## config.mk

```make
export PLATFORM = sky130hd
export DESIGN_NAME = cordic_seq
export DESIGN_NICKNAME = d
export VERILOG_FILES = /design/src/rtl/cordic_pkg.sv /design/src/rtl/cordic_pre_rot.sv /design/src/rtl/cordic_seq.sv
export SDC_FILE = /design/constraint.sdc
export NUM_CORES = 1
export LEC_CHECK = 0
export BUFFER_PORTS_ARGS = -buffer_cell sky130_fd_sc_hd__clkbuf_2
export CORE_MARGIN = 1
export CORE_UTILIZATION = 63
export CTS_BUF_LIST = sky130_fd_sc_hd__clkbuf_16
export DETAILED_ROUTE_END_ITERATION = 6
export MAX_ROUTING_LAYER = met4
export PLACE_DENSITY = 0.95
export SYNTH_ARGS = -nofsm -noshare
export SYNTH_HDL_FRONTEND = slang
export SYNTH_SLANG_ARGS = --single-unit
export TNS_END_PERCENT = 1
```

## constraint.sdc

```tcl
create_clock -name clk -period 9.4 [get_ports clk]
set_clock_uncertainty 0.05 [all_clocks]
set_input_delay 0.47 -clock clk [delete_from_list [all_inputs] [get_ports clk]]
set_output_delay 0.47 -clock clk [all_outputs]
set_load 0.01 [all_outputs]
```

## src/rtl/cordic_pkg.sv

```systemverilog
// cordic_pkg: shared widths, angle constants and sequencer state encoding for the CORDIC block.
package cordic_pkg;
  localparam int ANGLE_W = 19;
  localparam int FRAC_W = 16;
  localparam logic [ANGLE_W-1:0] PI = 19'h3243F;
  localparam logic [ANGLE_W-1:0] HALF_PI = 19'h1921F;
  localparam logic [ANGLE_W-1:0] K_INV = 19'h09B75;
  typedef enum logic [1:0] {IDLE = 2'd0, RUN = 2'd1, DONE = 2'd2} state_t;
endpackage

```

## src/rtl/cordic_pre_rot.sv

```systemverilog
// cordic_pre_rot: combinational quadrant pre-rotation extending convergence to the full +/-pi domain.
// Only built when CORDIC_QUAD_EXT_EN is defined.
`ifdef CORDIC_QUAD_EXT_EN
module cordic_pre_rot
  import cordic_pkg::*;
(
  input  logic               mode,
  input  logic [ANGLE_W-1:0] x_in,
  input  logic [ANGLE_W-1:0] y_in,
  input  logic [ANGLE_W-1:0] z_in,
  output logic [ANGLE_W-1:0] x_o,
  output logic [ANGLE_W-1:0] y_o,
  output logic [ANGLE_W-1:0] z_o
);
  logic z_hi, z_lo, flip;
  always_comb begin
    z_hi = $signed(z_in) > $signed(HALF_PI);
    z_lo = $signed(z_in) < -$signed(HALF_PI);
    flip = mode ? x_in[ANGLE_W-1] : (z_hi | z_lo);
    x_o = flip ? -x_in : x_in;
    y_o = flip ? -y_in : y_in;
    // vectoring picks the pi offset from the sign of y so z stays inside +/-pi
    z_o = !flip ? z_in
        : mode ? (y_in[ANGLE_W-1] ? z_in - PI : z_in + PI)
        : (z_hi ? z_in - PI : z_in + PI);
  end
endmodule
`endif

```

## src/rtl/cordic_seq.sv

```systemverilog
// cordic_seq: iterative CORDIC sequencer, one micro-rotation per clock, driving an external atan LUT.
// CORDIC_QUAD_EXT_EN enables quadrant pre-rotation at load.
module cordic_seq
  import cordic_pkg::*;
#(
  parameter int ITERS = 12
) (
  input  logic               clk,
  input  logic               rst,
  input  logic               start,
  input  logic               mode,
  input  logic [ANGLE_W-1:0] x_in,
  input  logic [ANGLE_W-1:0] y_in,
  input  logic [ANGLE_W-1:0] z_in,
  output logic [3:0]         atan_stage,
  input  logic [ANGLE_W-1:0] atan_val,
  output logic               busy,
  output logic               done,
  output logic [ANGLE_W-1:0] x_out,
  output logic [ANGLE_W-1:0] y_out,
  output logic [ANGLE_W-1:0] z_out
);
  state_t state_q, state_d;
  logic [3:0] i_q, i_d;
  logic mode_q, mode_d;
  logic signed [ANGLE_W-1:0] x_q, x_d, y_q, y_d, z_q, z_d;
  logic signed [ANGLE_W-1:0] x_sh, y_sh, x_n, y_n, z_n;
  logic [ANGLE_W-1:0] ld_x, ld_y, ld_z;
  logic d_pos, last;
`ifdef CORDIC_QUAD_EXT_EN
  cordic_pre_rot u_pre_rot (
    .mode(mode), .x_in(x_in), .y_in(y_in), .z_in(z_in),
    .x_o(ld_x), .y_o(ld_y), .z_o(ld_z)
  );
`else
  assign ld_x = x_in;
  assign ld_y = y_in;
  assign ld_z = z_in;
`endif
  always_comb begin
    d_pos = mode_q ? y_q[ANGLE_W-1] : ~z_q[ANGLE_W-1];
    x_sh = x_q >>> i_q;
    y_sh = y_q >>> i_q;
    x_n = d_pos ? x_q - y_sh : x_q + y_sh;
    y_n = d_pos ? y_q + x_sh : y_q - x_sh;
    z_n = d_pos ? z_q - atan_val : z_q + atan_val;
    last = i_q == 4'(ITERS - 1);
    state_d = state_q;
    i_d = i_q;
    mode_d = mode_q;
    x_d = x_q;
    y_d = y_q;
    z_d = z_q;
    case (state_q)
      IDLE: if (start) begin
        state_d = RUN;
        i_d = 4'd0;
        mode_d = mode;
        x_d = ld_x;
        y_d = ld_y;
        z_d = ld_z;
      end
      RUN: begin
        // counter wraps to 0 on the last step so atan_stage reads 0 outside RUN
        state_d = last ? DONE : RUN;
        i_d = last ? 4'd0 : i_q + 4'd1;
        x_d = x_n;
        y_d = y_n;
        z_d = z_n;
      end
      default: state_d = IDLE;
    endcase
  end
  always_ff @(posedge clk or posedge rst) begin
    if (rst) begin
      state_q <= IDLE;
      i_q <= '0;
      mode_q <= 1'b0;
      x_q <= '0;
      y_q <= '0;
      z_q <= '0;
    end else begin
      state_q <= state_d;
      i_q <= i_d;
      mode_q <= mode_d;
      x_q <= x_d;
      y_q <= y_d;
      z_q <= z_d;
    end
  end
  assign atan_stage = i_q;
  assign busy = state_q != IDLE;
  assign done = state_q == DONE;
  assign x_out = x_q;
  assign y_out = y_q;
  assign z_out = z_q;
endmodule

```

==> reports/results.ini <==
[run_status]
outcome=complete, but fails checks
violations=DRC

[synthesis]
synthSimpleGateAreaFrac=0.186
synth_area_um2=8530
synth_fa_ha_area_frac=0.0950
synth_top_family_by_area=compound AO/OA/AOI/OAI gates
muxShareOfSynthArea=0.152
syn_inst=1045
ys_warn_count=0
synth_compound_area_frac=0.237
synth_nets=1188
ys.flop_type=dfrtp_1
synthXorXnorAreaFrac=0.0954
synth-seq-area-share=0.188
yosysTopAreaCellShare=0.188
yosysTopAreaCell=dfrtp_1
ys_ff_latch=64
synth-edff-count=0
synthArstFlopShare=1.00
ys_types=83
synth.area.top_cells=dfrtp_1 19%, ha_1 8.8%, mux4_2 7.9%
avgSynthCellArea_um2=8.17

[setup_path]
r2r-start=atan_stage[1]
crit_slowest_cell=dfrtp_2
max_stage_delay_ps=730
start_kind=flip-flop
end_kind=flip-flop
r2r_slack_ps=3210
required_ps=9620
cpLargestDelayFamily=compound AO/OA/AOI/OAI gates
rr_endpoint=y_out[18]
reg2regPathDepth=22
cp.buffers_inverters=2
path_cells=buf_4 -> mux2i_1 -> mux4_2 -> nor2_1 -> a21o_1 -> inv_1 -> ha_1 -> and2_1 -> a221oi_1 -> a21o_1 -> nand2_1 -> xor2_1 -> ha_1 -> o21ai_0 -> o21ai_0 -> nor4bb_1 -> nor4_1 -> o311a_1 -> o21bai_1 -> a21oi_1 -> xnor2_1 -> a21oi_1
critical_path.startpoint=atan_stage[1]
cp_max_fo=36
worstSetupPathType=flip-flop to flip-flop
cp.arrival_ps=6410

[clocking]
cts_sinks=64
clock_latency_ps=350
h-tree-depth=3
cts_tree=done
clk_pin_slew_ps=60
clock_path_buffers=2
root_buffer=clkbuf_16
cts_buffers=9
post_cts_buffers=0
cts_resized=0
hold_buffers=0

[sta]
rsz0062_at_grt=false
final_max_slew_viol_count=0
setup_tns_ps=0
slew_headroom=0.406
finalCriticalPeriod_ps=6190
fmax_mhz=161
setup_viol=0
worst_pin_slew_ps=891
final_hold_viol_count=0
fin_crit_sh=0.659

[grt]
overflow=0
grt_pass1_wl_mm=43.2
grt_start_max_net_pins=65
track_usage=0.403
grt_pass1_vias=8309
antenna_found_initial=0

[placed_design]
place_area_um2=9280
gp_congestion=0.986
port_buffers=142
hpwl_mm=20.1

[drt]
wl_mm=27.2
dr.pass1.iters=7
drc=2
routedWlPerCell_um=20.4
vias_per_cell=6.70
ant_nets=0
drt-initial-drc-count=1278
vias=8915

[layout]
final_cell_mix=144 x nand2_1, 142 x clkbuf_2, 79 x nor2_1, 78 x a21oi_1, 68 x o21ai_0
nNetsFinal=1293
final_layout_size_suffix_gt1_frac=0.214
n_antenna_cell=0
final_cell_area_um2=9590
area_growth_pct=12.4
final_common_cell=nand2_1

[floorplanning]
core-area_um2=13200
die_h_um=118
rows=42
pin_count=143
initial_core_util=0.644
die_x_um=118
dieArea_um2=14000

[job]
cap_viol_max_count=0

[worst_hold_path]
hp-start=y_in[1]
hold_class=input port to flip-flop
hold_depth=3
worst_hold_path.endpoint=y_out[1]

## worst register-to-register path: cells and delay by family, from the launching register on
kind	cells	cell delay (ps)
AND/OR/NAND/NOR	5	1000
XOR/XNOR	2	300
adder cells (fa/ha/maj)	2	580
multiplexers	2	780
buffers and inverters	2	620
flip-flops	1	730
AO/OA/AOI/OAI	9	2050
## cell usage after synthesis (11+ instances only)
cell	number
inv_1	28
nand2b_1	14
a211oi_1	14
o21ai_0	68
nor2b_1	11
a21oi_1	78
xor2_1	44
mux4_2	30
nor3_1	13
a21o_1	16
o31ai_1	12
nand2_1	145
mux2_2	14
clkbuf_1	30
xnor2_1	49
and3_1	11
or3_1	13
a31oi_1	42
ha_1	60
dfrtp_1	64
mux2i_1	34
nor2_1	79
buf_2	11
nand3_1	12
## flip-flops by register name, summed over array words and instances (netlist names)
name,count
atan_stage,4
y_out,19
state_q,2
x_out,19
z_out,19
mode_q,1
## worst max-delay path by stage
stage | endpoint | slack, ps | cells past startpoint
3_5_place_dp | y_out[18] | 3290 | 22
4_1_cts | y_out[18] | 3270 | 22
2_1_floorplan | y_out[18] | 4640 | 21
5_1_grt | y_out[18] | 2720 | 22
3_3_place_gp | y_out[18] | 3550 | 22
6_report | y_out[18] | 3210 | 22
## logic make-up after synthesis
kind of cell / count (synthesis)
flip-flops: 64
multiplexers: 84
XOR/XNOR: 93
adder cells (fa/ha/maj): 63
AO/OA/AOI/OAI: 315
AND/OR/NAND/NOR: 337
buffers and inverters: 89
## layer usage
metal	part of all wire	wire (um)	up-vias	global-route usage
met5	0	0	-	-
met2	0.47	12700	557	0.640
met1	0.40	10800	4222	0.529
met3	0.10	2760	80	0.0545
li1	-	-	4056	-
met4	0.033	902	0	0.146
## area by class of cell
class | instances | area, um2
repair buffers | 153 | 793
clock buffers | 9 | 225
clock inverters | 7 | 87.6
multi-input cells | 892 | 6550
inverters | 30 | 113
well taps | 176 | 220
flip-flops and latches | 64 | 1600
fillers | 1064 | 3650
## stage by stage
| step | hold slack [ps] | instances | utilization | setup slack, ps |
|---|---|---|---|---|
| 2_1_floorplan | 471 | 1045 | - | 4640 |
| 3_3_place_gp | 505 | 1315 | 0.701 | 3550 |
| 3_5_place_dp | 516 | 1315 | 0.701 | 3290 |
| 4_1_cts | 298 | 1331 | 0.724 | 3270 |
| 5_1_grt | 310 | 1331 | 0.724 | 2720 |
| 6_report | 299 | 1331 | 0.724 | 3210 |
Power is not shown: default switching activity piles up to over one toggle a cycle in this logic, so the estimate is an artifact.
